[src/rtl/pipe_hazard_ctrl_pkg.sv]
// Shared types and limits for the MIPS pipeline hazard controller.
package MIPS_DEF;

    typedef enum logic [1:0] {
        StInit,
        StRun,
        StMemWait
    } hz_state_t;

    localparam int unsigned HZ_INIT_CYCLES_MAX = 15;
    localparam int unsigned HZ_TIMEOUT_MAX     = 255;

endpackage

[src/rtl/pipe_hazard_ctrl_if.sv]
// Hazard-controller bundle: datapath conditions in, stage strobes and perf counters out.
interface pipe_hazard_ctrl_if;

    logic [4:0]  id_rs_addr;
    logic [4:0]  id_rt_addr;
    logic        id_use_rs;
    logic        id_use_rt;
    logic [4:0]  ex_wr_addr;
    logic        ex_mem_rd;
    logic        ex_redirect;
    logic        mem_req;
    logic        mem_ack;

    logic        pc_stall;
    logic        pc_redirect;
    logic        if_stall;
    logic        if_clear;
    logic        id_stall;
    logic        id_clear;
    logic        ex_stall;
    logic        ex_clear;
    logic        mem_stall;
    logic        mem_clear;
    logic        mem_abort;
    logic [31:0] stall_cnt;
    logic [31:0] flush_cnt;
    logic [31:0] bubble_cnt;

    // Datapath side
    modport master (
        output id_rs_addr, id_rt_addr, id_use_rs, id_use_rt, ex_wr_addr, ex_mem_rd,
               ex_redirect, mem_req, mem_ack,
        input  pc_stall, pc_redirect, if_stall, if_clear, id_stall, id_clear, ex_stall,
               ex_clear, mem_stall, mem_clear, mem_abort, stall_cnt, flush_cnt, bubble_cnt
    );

    // Controller side
    modport slave (
        input  id_rs_addr, id_rt_addr, id_use_rs, id_use_rt, ex_wr_addr, ex_mem_rd,
               ex_redirect, mem_req, mem_ack,
        output pc_stall, pc_redirect, if_stall, if_clear, id_stall, id_clear, ex_stall,
               ex_clear, mem_stall, mem_clear, mem_abort, stall_cnt, flush_cnt, bubble_cnt
    );

endinterface

[src/rtl/pipe_hazard_ctrl_perf_counters.sv]
// Stall / flush / bubble performance counters; built only when HAZARD_PERF_EN is defined.
module hz_perf_counters (
    input  logic        clk,
    input  logic        rst_n,
    input  logic        stall_inc_i,
    input  logic        flush_inc_i,
    input  logic        bubble_inc_i,
    output logic [31:0] stall_cnt_o,
    output logic [31:0] flush_cnt_o,
    output logic [31:0] bubble_cnt_o
);

    logic [31:0] stall_q, stall_d;
    logic [31:0] flush_q, flush_d;
    logic [31:0] bubble_q, bubble_d;

    always_comb begin
        stall_d  = stall_q + {31'd0, stall_inc_i};
        flush_d  = flush_q + {31'd0, flush_inc_i};
        bubble_d = bubble_q + {31'd0, bubble_inc_i};
    end

    always_ff @(posedge clk) begin
        if (!rst_n) begin
            stall_q  <= '0;
            flush_q  <= '0;
            bubble_q <= '0;
        end else begin
            stall_q  <= stall_d;
            flush_q  <= flush_d;
            bubble_q <= bubble_d;
        end
    end

    assign stall_cnt_o  = stall_q;
    assign flush_cnt_o  = flush_q;
    assign bubble_cnt_o = bubble_q;

endmodule

[src/rtl/pipe_hazard_ctrl.sv]
// 5-stage MIPS pipeline stall/clear/redirect controller with post-reset flush and bounded
// memory wait. Define HAZARD_PERF_EN to build the performance counters.
module pipe_hazard_ctrl
    import MIPS_DEF::*;
#(
    parameter int unsigned INIT_CYCLES = 4,
    parameter int unsigned MEM_TIMEOUT = 16
) (
    input logic               clk,
    input logic               rst_n,
    pipe_hazard_ctrl_if.slave hz
);

    localparam logic [3:0] InitLoad   = 4'(INIT_CYCLES - 1);
    localparam logic [7:0] TimeoutVal = 8'(MEM_TIMEOUT);

    hz_state_t  state_q, state_d;
    logic [3:0] init_cnt_q, init_cnt_d;
    logic [7:0] wait_cnt_q, wait_cnt_d;

    logic pc_stall, pc_redirect, if_stall, if_clear, id_stall, id_clear;
    logic ex_stall, ex_clear, mem_clear, abort;
    logic load_use, mem_wait;
    logic flush_inc, bubble_inc, stall_inc;

    // Register 0 is hardwired, so a load targeting it never creates a dependency.
    assign load_use = hz.ex_mem_rd && (hz.ex_wr_addr != 5'd0) &&
                      ((hz.id_use_rs && (hz.id_rs_addr == hz.ex_wr_addr)) ||
                       (hz.id_use_rt && (hz.id_rt_addr == hz.ex_wr_addr)));
    assign mem_wait = hz.mem_req && !hz.mem_ack;

    always_comb begin
        state_d     = state_q;
        init_cnt_d  = init_cnt_q;
        wait_cnt_d  = wait_cnt_q;
        pc_stall    = 1'b0;
        pc_redirect = 1'b0;
        if_stall    = 1'b0;
        if_clear    = 1'b0;
        id_stall    = 1'b0;
        id_clear    = 1'b0;
        ex_stall    = 1'b0;
        ex_clear    = 1'b0;
        mem_clear   = 1'b0;
        abort       = 1'b0;
        flush_inc   = 1'b0;
        bubble_inc  = 1'b0;

        unique case (state_q)
            StInit: begin
                pc_stall  = 1'b1;
                if_clear  = 1'b1;
                id_clear  = 1'b1;
                ex_clear  = 1'b1;
                mem_clear = 1'b1;
                if (init_cnt_q == 4'd0) begin
                    state_d = StRun;
                end else begin
                    init_cnt_d = init_cnt_q - 4'd1;
                end
            end
            StRun: begin
                if (mem_wait) begin
                    {pc_stall, if_stall, id_stall, ex_stall, mem_clear} = '1;
                    state_d    = StMemWait;
                    wait_cnt_d = 8'd1;
                end else if (hz.ex_redirect) begin
                    pc_redirect = 1'b1;
                    if_clear    = 1'b1;
                    id_clear    = 1'b1;
                    flush_inc   = 1'b1;
                end else if (load_use) begin
                    pc_stall   = 1'b1;
                    if_stall   = 1'b1;
                    id_clear   = 1'b1;
                    bubble_inc = 1'b1;
                end
            end
            StMemWait: begin
                // A dropped request counts as completion.
                if (!mem_wait) begin
                    {pc_stall, if_stall, id_stall, ex_stall, mem_clear} = '1;
                    state_d = StRun;
                end else if (wait_cnt_q == TimeoutVal) begin
                    mem_clear = 1'b1;
                    abort     = 1'b1;
                    state_d   = StRun;
                end else begin
                    {pc_stall, if_stall, id_stall, ex_stall, mem_clear} = '1;
                    wait_cnt_d = wait_cnt_q + 8'd1;
                end
            end
            default: state_d = StInit;
        endcase
    end

    assign stall_inc = pc_stall && (state_q != StInit);

    always_ff @(posedge clk) begin
        if (!rst_n) begin
            state_q    <= StInit;
            init_cnt_q <= InitLoad;
            wait_cnt_q <= '0;
        end else begin
            state_q    <= state_d;
            init_cnt_q <= init_cnt_d;
            wait_cnt_q <= wait_cnt_d;
        end
    end

    assign hz.pc_stall    = pc_stall;
    assign hz.pc_redirect = pc_redirect;
    assign hz.if_stall    = if_stall;
    assign hz.if_clear    = if_clear;
    assign hz.id_stall    = id_stall;
    assign hz.id_clear    = id_clear;
    assign hz.ex_stall    = ex_stall;
    assign hz.ex_clear    = ex_clear;
    assign hz.mem_stall   = 1'b0;
    assign hz.mem_clear   = mem_clear;
    // Abort is suppressed while reset is held so a reset mid-wait never fires it.
    assign hz.mem_abort   = abort && rst_n;

`ifdef HAZARD_PERF_EN
    hz_perf_counters u_perf (
        .clk          (clk),
        .rst_n        (rst_n),
        .stall_inc_i  (stall_inc),
        .flush_inc_i  (flush_inc),
        .bubble_inc_i (bubble_inc),
        .stall_cnt_o  (hz.stall_cnt),
        .flush_cnt_o  (hz.flush_cnt),
        .bubble_cnt_o (hz.bubble_cnt)
    );
`else
    logic unused_perf;
    assign unused_perf   = ^{stall_inc, flush_inc, bubble_inc};
    assign hz.stall_cnt  = '0;
    assign hz.flush_cnt  = '0;
    assign hz.bubble_cnt = '0;
`endif

endmodule

[src/flat_wrapper.sv]
// flat-port wrapper written by rule: the top's interface ports become plain ports
module pipe_hazard_ctrl_flat import MIPS_DEF::*;
#(
    parameter int unsigned INIT_CYCLES = 4,
    parameter int unsigned MEM_TIMEOUT = 16
)
  (clk, rst_n, hz_id_rs_addr, hz_id_rt_addr, hz_id_use_rs, hz_id_use_rt, hz_ex_wr_addr, hz_ex_mem_rd, hz_ex_redirect, hz_mem_req, hz_mem_ack, hz_pc_stall, hz_pc_redirect, hz_if_stall, hz_if_clear, hz_id_stall, hz_id_clear, hz_ex_stall, hz_ex_clear, hz_mem_stall, hz_mem_clear, hz_mem_abort, hz_stall_cnt, hz_flush_cnt, hz_bubble_cnt);
  pipe_hazard_ctrl_if hz_i ();
  input logic clk;
  input logic rst_n;
  input wire logic [$bits(hz_i.id_rs_addr)-1:0] hz_id_rs_addr;
  input wire logic [$bits(hz_i.id_rt_addr)-1:0] hz_id_rt_addr;
  input wire logic [$bits(hz_i.id_use_rs)-1:0] hz_id_use_rs;
  input wire logic [$bits(hz_i.id_use_rt)-1:0] hz_id_use_rt;
  input wire logic [$bits(hz_i.ex_wr_addr)-1:0] hz_ex_wr_addr;
  input wire logic [$bits(hz_i.ex_mem_rd)-1:0] hz_ex_mem_rd;
  input wire logic [$bits(hz_i.ex_redirect)-1:0] hz_ex_redirect;
  input wire logic [$bits(hz_i.mem_req)-1:0] hz_mem_req;
  input wire logic [$bits(hz_i.mem_ack)-1:0] hz_mem_ack;
  output wire logic [$bits(hz_i.pc_stall)-1:0] hz_pc_stall;
  output wire logic [$bits(hz_i.pc_redirect)-1:0] hz_pc_redirect;
  output wire logic [$bits(hz_i.if_stall)-1:0] hz_if_stall;
  output wire logic [$bits(hz_i.if_clear)-1:0] hz_if_clear;
  output wire logic [$bits(hz_i.id_stall)-1:0] hz_id_stall;
  output wire logic [$bits(hz_i.id_clear)-1:0] hz_id_clear;
  output wire logic [$bits(hz_i.ex_stall)-1:0] hz_ex_stall;
  output wire logic [$bits(hz_i.ex_clear)-1:0] hz_ex_clear;
  output wire logic [$bits(hz_i.mem_stall)-1:0] hz_mem_stall;
  output wire logic [$bits(hz_i.mem_clear)-1:0] hz_mem_clear;
  output wire logic [$bits(hz_i.mem_abort)-1:0] hz_mem_abort;
  output wire logic [$bits(hz_i.stall_cnt)-1:0] hz_stall_cnt;
  output wire logic [$bits(hz_i.flush_cnt)-1:0] hz_flush_cnt;
  output wire logic [$bits(hz_i.bubble_cnt)-1:0] hz_bubble_cnt;
  assign hz_i.id_rs_addr = hz_id_rs_addr;
  assign hz_i.id_rt_addr = hz_id_rt_addr;
  assign hz_i.id_use_rs = hz_id_use_rs;
  assign hz_i.id_use_rt = hz_id_use_rt;
  assign hz_i.ex_wr_addr = hz_ex_wr_addr;
  assign hz_i.ex_mem_rd = hz_ex_mem_rd;
  assign hz_i.ex_redirect = hz_ex_redirect;
  assign hz_i.mem_req = hz_mem_req;
  assign hz_i.mem_ack = hz_mem_ack;
  assign hz_pc_stall = hz_i.pc_stall;
  assign hz_pc_redirect = hz_i.pc_redirect;
  assign hz_if_stall = hz_i.if_stall;
  assign hz_if_clear = hz_i.if_clear;
  assign hz_id_stall = hz_i.id_stall;
  assign hz_id_clear = hz_i.id_clear;
  assign hz_ex_stall = hz_i.ex_stall;
  assign hz_ex_clear = hz_i.ex_clear;
  assign hz_mem_stall = hz_i.mem_stall;
  assign hz_mem_clear = hz_i.mem_clear;
  assign hz_mem_abort = hz_i.mem_abort;
  assign hz_stall_cnt = hz_i.stall_cnt;
  assign hz_flush_cnt = hz_i.flush_cnt;
  assign hz_bubble_cnt = hz_i.bubble_cnt;
  pipe_hazard_ctrl #(.INIT_CYCLES(INIT_CYCLES), .MEM_TIMEOUT(MEM_TIMEOUT)) u_core (.clk(clk), .rst_n(rst_n), .hz(hz_i));
endmodule
[config.mk]
export PLATFORM = sky130hd
export DESIGN_NAME = pipe_hazard_ctrl_flat
export DESIGN_NICKNAME = d
export VERILOG_FILES = /design/src/rtl/pipe_hazard_ctrl_pkg.sv /design/src/rtl/pipe_hazard_ctrl_if.sv /design/src/rtl/pipe_hazard_ctrl_perf_counters.sv /design/src/rtl/pipe_hazard_ctrl.sv /design/src/flat_wrapper.sv
export SDC_FILE = /design/constraint.sdc
export NUM_CORES = 1
export LEC_CHECK = 0
export ABC_AREA = 1
export CAP_MARGIN = 20
export CORE_UTILIZATION = 40
export CTS_BUF_LIST = sky130_fd_sc_hd__clkbuf_4
export DETAILED_ROUTE_END_ITERATION = 6
export HOLD_SLACK_MARGIN = 0.1
export PLACE_DENSITY = 0.89
export SYNTH_ARGS = -nofsm -noshare
export SYNTH_HDL_FRONTEND = slang
export SYNTH_HIERARCHICAL = 1
export SYNTH_SLANG_ARGS = --single-unit
[constraint.sdc]
create_clock -name clk -period 2.6 [get_ports clk]
set_clock_uncertainty 0.05 [all_clocks]
set_input_delay 0.39 -clock clk [delete_from_list [all_inputs] [get_ports clk]]
set_output_delay 0.39 -clock clk [all_outputs]
set_load 0.01 [all_outputs]
==> results of run 1 <==
-- synth_stat cells, drive strengths merged (2+ instances only) --
library cell and count:
o21ai 5, nand2 52, ha 7, dfxtp 14
nor3b 2, nand3 19, nor2 27, a21oi 15
buf 98, nor3 2, inv 34, xor2 3
nand4 2
-- tightest hold or removal path, delay by kind of cell, from the launching register on --
family	cells	cell delay, ns
DFF	1	0.31
buffers and inverters	1	0.08
AOI/OAI and AO/OA	1	0.06
-- stage by stage --
step	hold slack (ns)	power (mW)	std cells	util
2_1_floorplan	0.393	0.701	383	-
3_3_place_gp	0.409	0.769	374	0.433
3_5_place_dp	0.421	0.784	374	0.433
4_1_cts	0.434	0.903	378	0.439
5_1_grt	0.466	0.989	378	0.444
6_report	0.433	0.911	378	0.444
-- flip-flops by register name, indices dropped and copies added, names as in the netlist --
name	cells
u_core/wait_cnt_q	8
u_core/init_cnt_q	4
u_core/state_q	2
-- per-layer routing --
layer	GRT usage	wire, µm	vias up	share of wire
met2	0.221	1780	91	0.51
met5	0	0	-	0
met1	0.157	1430	669	0.40
met3	0.0289	265	6	0.075
li1	-	-	771	-
met4	0.0363	47	0	0.013
-- kinds of logic after synthesis --
family | Yosys count | share of synthesized area
buffers and inverters | 133 | 0.462
adder cells (fa/ha/maj) | 7 | 0.0467
other | 1 | 0.00200
XOR/XNOR | 4 | 0.0187
AO/OA/AOI/OAI | 22 | 0.0620
AND/OR/NAND/NOR | 106 | 0.259
flip-flops | 14 | 0.149
-- how the worst max path moves through the flow --
stage                               from            to  slack (ns)  cells after the start
floorplan           u_core/wait_cnt_q[0]   hz_id_stall        0.87                      7
global placement        hz_ex_wr_addr[1]   hz_pc_stall       -0.03                     12
detailed placement      hz_ex_wr_addr[1]   hz_if_stall       -0.03                     10
CTS                     hz_ex_wr_addr[1]   hz_id_clear       0.008                     10
global route        u_core/wait_cnt_q[0]   hz_id_stall      -0.006                      7
finish              u_core/wait_cnt_q[0]  hz_mem_abort        0.07                      6
-- layout by cell type, fill, tap and decap left out, types with 3 or more instances in the layout --
cell type        Yosys  final
clkbuf_4             0      3
inv_2                2      3
clkdlybuf4s50_1      0     29
nor2_1              25     24
inv_1               32     31
o21ai_0              5      5
nand2_1             50     50
a21oi_1             15     15
ha_1                 7      6
dfxtp_1             14     14
xor2_1               3      3
conb_1               1     97
buf_4               98      5
nand3_1             17     17
-- layout make-up --
type | instances | area (µm²) | share of cell area
multi-input cells | 236 | 1110 | 0.564
repair buffers | 37 | 358 | 0.181
flip-flops and latches | 14 | 280 | 0.142
inverters | 35 | 131 | 0.0665
well taps | 52 | 65.1 | 0.0330
clock buffers | 3 | 22.5 | 0.0114
clock inverters | 1 | 3.75 | 0.00190
-- power groups by stage --
stage	Sequential [mW]	Combinational [mW]	Clock (mW)
after CTS	0.266	0.511	0.127
after detailed placement	0.270	0.514	0
final	0.266	0.520	0.124
after floorplan	0.266	0.435	0
after global routing	0.269	0.579	0.141
after global placement	0.269	0.500	0
==> impl_results.md, run 1 <==
- Setup violations, final: 0
- DRT iter0 DRCs: 87
- Int Power: 0.507 mW
- Max frequency: 396 MHz
- GR Util All Layers: 0.128
- Yosys top cell by area: buf_4
- Fin crit period: roughly 2.5 ns
- Distinct cells, synth: 28
- I/O Pins: 130
- Status: finished, violations left
- Worst-skew pair later-pin latency: 0.27 ns
- Post-Route Setup TNS: 0 ns
- Post-synthesis sequential area ratio: 0.149
- Min-Delay Startpoint: u_core/init_cnt_q[3]
- Routed via count: approximately 1500
- Design Area, Final: 1970 µm²
- Synth area leaders: buf_4 (39%), dfxtp_1 (15%), nand2_1 (10%)
- Largest net degree at the start of global routing: 11
- Worst Path Required: 2.16 ns
- WHS Endpoint: u_core/init_cnt_q[3]
- Worst vdd ir: roughly 0.48 mV
- Number of synthesized flops with an enable pin: 0
- Total number of yosys warnings: 6
- Residual DRC: 18
- Drt total wl: 3520 µm
- Dpl cell area: 1920 µm²
- Core area: 4440 µm²
- CP Max Fanout: 4
- HP Class: reg2reg
- Sequence of cells on the critical path: inv_1 > ha_1 > nor3b_2 > nand2_1 > nor4_4 > clkdlybuf4s50_1
- Crit. End Element: primary output
- Syn Area/Cell: roughly 6.5 µm²
- R2r endpoint: u_core/wait_cnt_q[6]
- Hold_buf cts: 0
- Clock power frac: 0.136
- Asr flop ratio synth: 0
- Buf/Inv on CP: 2
- N_diodes: 0
- CP top delay family: buffers and inverters
- CP max-delay cell: clkdlybuf4s50_1
- Hold path cells: 2
- Ratio of cells with drive above 1 in the final layout: 0.0706
- Htree depth: 1
- CTS Root Buffer Type: clkbuf_4
- Vias per cell: around 4
- Remaining Overflow, GRT: 0
- Row count: 24
- Die area: 4970 µm²
- Top FF cell, synth: dfxtp_1
- TritonCTS clock tree: done
- PnR worst setup slack: between 0.07 and 0.08 ns
- Leakage power: between 1 and 1.5 nW
- Die height: 70.5 µm
- Critical path arrival: about 2.1 ns
- Nets: 357
- First-pass iteration count of the detailed router: 6
- Post-DR wirelength/cell: 9.31 µm
- Logic pwr share: 0.571
- R2r worst-path depth: 9
- Sw Ratio: 0.443
- Pre-CTS WS: -0.0342 ns
- Post-Synthesis Cells: 287
- Yosys top cell area share: 0.392
- Area Growth Syn to Fin: 5.27%
- Biggest cell delay along the critical path: 0.59 ns
- Fin crit share: 0.972
- Clock Tree Buf Depth: 2
- Seq pwr share: 0.292
- Post_cts resized: 3
- Initial antenna violation count: 0
- Worst-path clk slew: 0.08 ns
- Initial core utilization: 0.422
- Vias in the first global route: 1145
- Fillcell total: 459
- ANT nets after route: 0
- Flop2flop setup slack: 0.90 ns
- Post-CTS Setup Inserts: 0
- Sw Pwr: 0.403 mW
- CTS Sinks: 14
- CTS buffer count: 3
- Pwr dens: roughly 460 nW/µm²
- FF+latch count, synth: 14
- Failing checks: design-rule violations
- Crit path kind: reg2out
- Placer Congestion: slightly below 0.9
- Worst Setup Start Kind: register
- Max-cap violations: 0
- Port bufs: 32
- First-pass GRT wire length: 5060 µm
- Pins over their slew limit: 0
- Final hold violations: 0
- Post-Synthesis Cell Area: between 1500 and 2000 µm²
- Worst flop-to-flop path startpoint: u_core/wait_cnt_q[0]
- Die W: around 70 µm
- Final HPWL DP: roughly 3000 µm
Note: power is estimated with default switching activity, not from simulation.
==> inputs of run 2 (changes only) <==
--- a/config.mk
+++ b/config.mk
@@ -16,3 +16,4 @@
 export SYNTH_HDL_FRONTEND = slang
 export SYNTH_HIERARCHICAL = 1
 export SYNTH_SLANG_ARGS = --single-unit
+export TNS_END_PERCENT = 100
==> constraint.sdc (replaced) <==
create_clock -name clk -period 2.6 [get_ports clk]
set_clock_uncertainty 0.05 [all_clocks]
set_input_delay 0.39 -clock clk [delete_from_list [all_inputs] [get_ports clk]]
set_output_delay 0.39 -clock clk [all_outputs]
set_load 0.05 [all_outputs]
==> run 2 against run 1 <==
The run still ends with design-rule violations left. Register-to-register slack hardly changed. Clock-buffer cell count stayed put. Routed wire length is 3.9% lower. Cell count is 0.79% lower. Global-route usage is 0.11 points higher. Combinational power is 92% higher. Fmax is 5.9% higher. Clock power is 3% higher. Sequential share of layout area is 0.34 points lower. Largest cell class unchanged. Die area stayed put. Sequential power hardly changed. Worst hold slack worse by 0.00064 ns.
==> impl_results.md, run 2 (same netlist as run 1, synthesis figures left out) <==
- Status: finished, violations left
- Failing checks: design-rule violations
- Core area: 4440 µm² (unchanged)
- Pins over their slew limit: 0 (unchanged)
- Die height: 70.5 µm (unchanged)
- Design Area, Final: 2020 µm² (+2.5%)
- Hold path cells: 2 (unchanged)
- Register with the most flip-flops: u_core/wait_cnt_q
- Port bufs: 32 (unchanged)
- Pwr dens: 690 nW/µm² (+50%)
- Max-cap violations: 0 (unchanged)
- Initial antenna violation count: 0 (unchanged)
- Nets: 354 (-0.84%)
- First-pass GRT wire length: 5200 µm (+2.7%)
- Crit. End Element: primary output
- CTS Sinks: 14 (unchanged)
- Post-DR wirelength/cell: 9.02 µm (-3.1%)
- Worst flop-to-flop path startpoint: u_core/wait_cnt_q[0]
- Fin crit share: 0.918 (-0.0539)
- Biggest regs: u_core/wait_cnt_q (8), u_core/init_cnt_q (4), u_core/state_q (2)
- Residual DRC: 18 (unchanged)
- Post-CTS Setup Inserts: 0 (unchanged)
- Placer Congestion: 0.857 (-3.7%)
- Fin crit period: 2.39 ns (-0.140 ns)
- Area Growth Syn to Fin: 7.87%
- Crit path kind: in2out
- CP max-delay cell: clkdlybuf4s50_1
- Final HPWL DP: 2870 µm (-1.6%)
- Relative slew margins: 0.668
- Flop2flop setup slack: 0.89 ns (about the same)
- Unrepaired setup endpoints after global routing: false
- Post_cts resized: 0 (-3)
- Die W: 70.5 µm (unchanged)
- Critical path arrival: 1.95 ns (-0.14 ns)
- Worst Setup Start Kind: primary input
- CP Max Fanout: 4 (unchanged)
- Max frequency: 419 MHz (+5.9%)
- Worst-path clk slew: 0.08 ns (about the same)
- R2r worst-path depth: 8 (-1)
- GR Util All Layers: 0.129 (+0.00114)
- Leakage power: 1.06 nW (+1.7%)
- Worst vdd ir: 0.469 mV (-1.3%)
- Worst Path Required: 2.16 ns (about the same)
- Commonest non-fill, non-tap cell in the layout: conb_1
- TritonCTS clock tree: done
- Initial core utilization: 0.422 (unchanged)
- CTS Root Buffer Type: clkbuf_4
- ANT nets after route: 0 (unchanged)
- R2r endpoint: u_core/wait_cnt_q[6]
- HP Class: reg2reg
- Remaining Overflow, GRT: 0 (unchanged)
- Sequence of cells on the critical path: clkdlybuf4s50_1 > inv_1 > nor2_4 > inv_2 > nor2_2 > a21oi_1 > nor2_1 > buf_12
- Hold_buf cts: 0 (unchanged)
- Post-Route Setup TNS: 0 ns (unchanged)
- Fin cells: 375 (-0.79%)
- First-pass iteration count of the detailed router: 6 (unchanged)
- Vias in the first global route: 1216 (+6.2%)
- N_diodes: 0 (unchanged)
- Htree depth: 1 (unchanged)
- Worst-skew pair later-pin latency: 0.28 ns (about the same)
- Final hold violations: 0 (unchanged)
- Setup violations, final: 0 (unchanged)
- End point of the critical path: hz_id_stall
- Drt total wl: 3380 µm (-3.9%)
- Ratio of cells with drive above 1 in the final layout: 0.0774 (+0.00685)
- CTS buffer count: 3 (unchanged)
- Routed via count: 1496 (-2.7%)
- Most frequent cells in the layout: conb_1 (97), nand2_1 (50), inv_1 (32), nor2_1 (25), clkdlybuf4s50_1 (23)
- Row count: 24 (unchanged)
- Clock Tree Buf Depth: 2 (unchanged)
- Vias per cell: 3.99 (-1.9%)
- Biggest cell delay along the critical path: 0.45 ns (-0.14 ns)
- Largest net degree at the start of global routing: 11 (unchanged)
- Fillcell total: 460 (+0.22%)
- Critical Path Start: hz_mem_req
- Die area: 4970 µm² (unchanged)
- Slew @ Worst Pin: 0.496 ns
- Dpl cell area: 2000 µm² (+3.8%)
- Max reg flops: 8 (unchanged)
- DRT iter0 DRCs: 87 (unchanged)
- Dpl cells: 371 (-0.80%)
- I/O Pins: 130 (unchanged)
-- run 2: worst max-delay path: cells and delay by family --
family	cells	cell delay, ns
AND/OR/NAND/NOR	3	0.67
buffers and inverters	4	0.79
AO/OA/AOI/OAI	1	0.09
-- run 2: per-stage QoR --
step / power [mW] / util / hold slack [ns] / setup WS (ns)
2_1_floorplan: 1.09 / - / 0.393 / 0.0754
3_3_place_gp: 1.25 / 0.449 / 0.404 / 0.267
3_5_place_dp: 1.27 / 0.449 / 0.421 / 0.209
4_1_cts: 1.40 / 0.455 / 0.435 / 0.203
5_1_grt: 1.48 / 0.455 / 0.468 / 0.0910
6_report: 1.40 / 0.455 / 0.432 / 0.214
-- run 2: worst min-delay path by stage --
| stage | start | to | slack (ns) |
|---|---|---|---|
| floorplan | u_core/init_cnt_q[1] | u_core/init_cnt_q[1] | 0.39 |
| global placement | u_core/init_cnt_q[1] | u_core/init_cnt_q[1] | 0.40 |
| detailed placement | u_core/init_cnt_q[3] | u_core/init_cnt_q[3] | 0.42 |
| CTS | u_core/init_cnt_q[3] | u_core/init_cnt_q[3] | 0.43 |
| global route | u_core/init_cnt_q[3] | u_core/init_cnt_q[3] | 0.47 |
| finish | u_core/init_cnt_q[3] | u_core/init_cnt_q[3] | 0.43 |
-- run 2: cell type report --
type | count | area [µm²] | area share
Multi-Input combinational cell | 236 | 1090 | 0.541
Clock inverter | 1 | 3.75 | 0.00186
Tap cell | 52 | 65.1 | 0.0322
Clock buffer | 3 | 22.5 | 0.0111
Timing Repair Buffer | 34 | 425 | 0.210
Inverter | 35 | 131 | 0.0649
Sequential cell | 14 | 280 | 0.139
-- run 2: layer usage --
layer	wire length [µm]	part of all wire	track usage	up-vias
met5	0	0	0	-
met1	1400	0.41	0.152	666
li1	-	-	-	764
met4	0	0	0.0317	0
met3	185	0.055	0.0245	0
met2	1800	0.53	0.237	66
-- run 2: power breakdown --
group / total [mW] / leakage, nW / internal [mW] / switching [mW]
Combinational: 1.00 / 0.928 / 0.287 / 0.715
Sequential: 0.266 / 0.114 / 0.245 / 0.0208
Clock: 0.128 / 0.0154 / 0.0556 / 0.0720
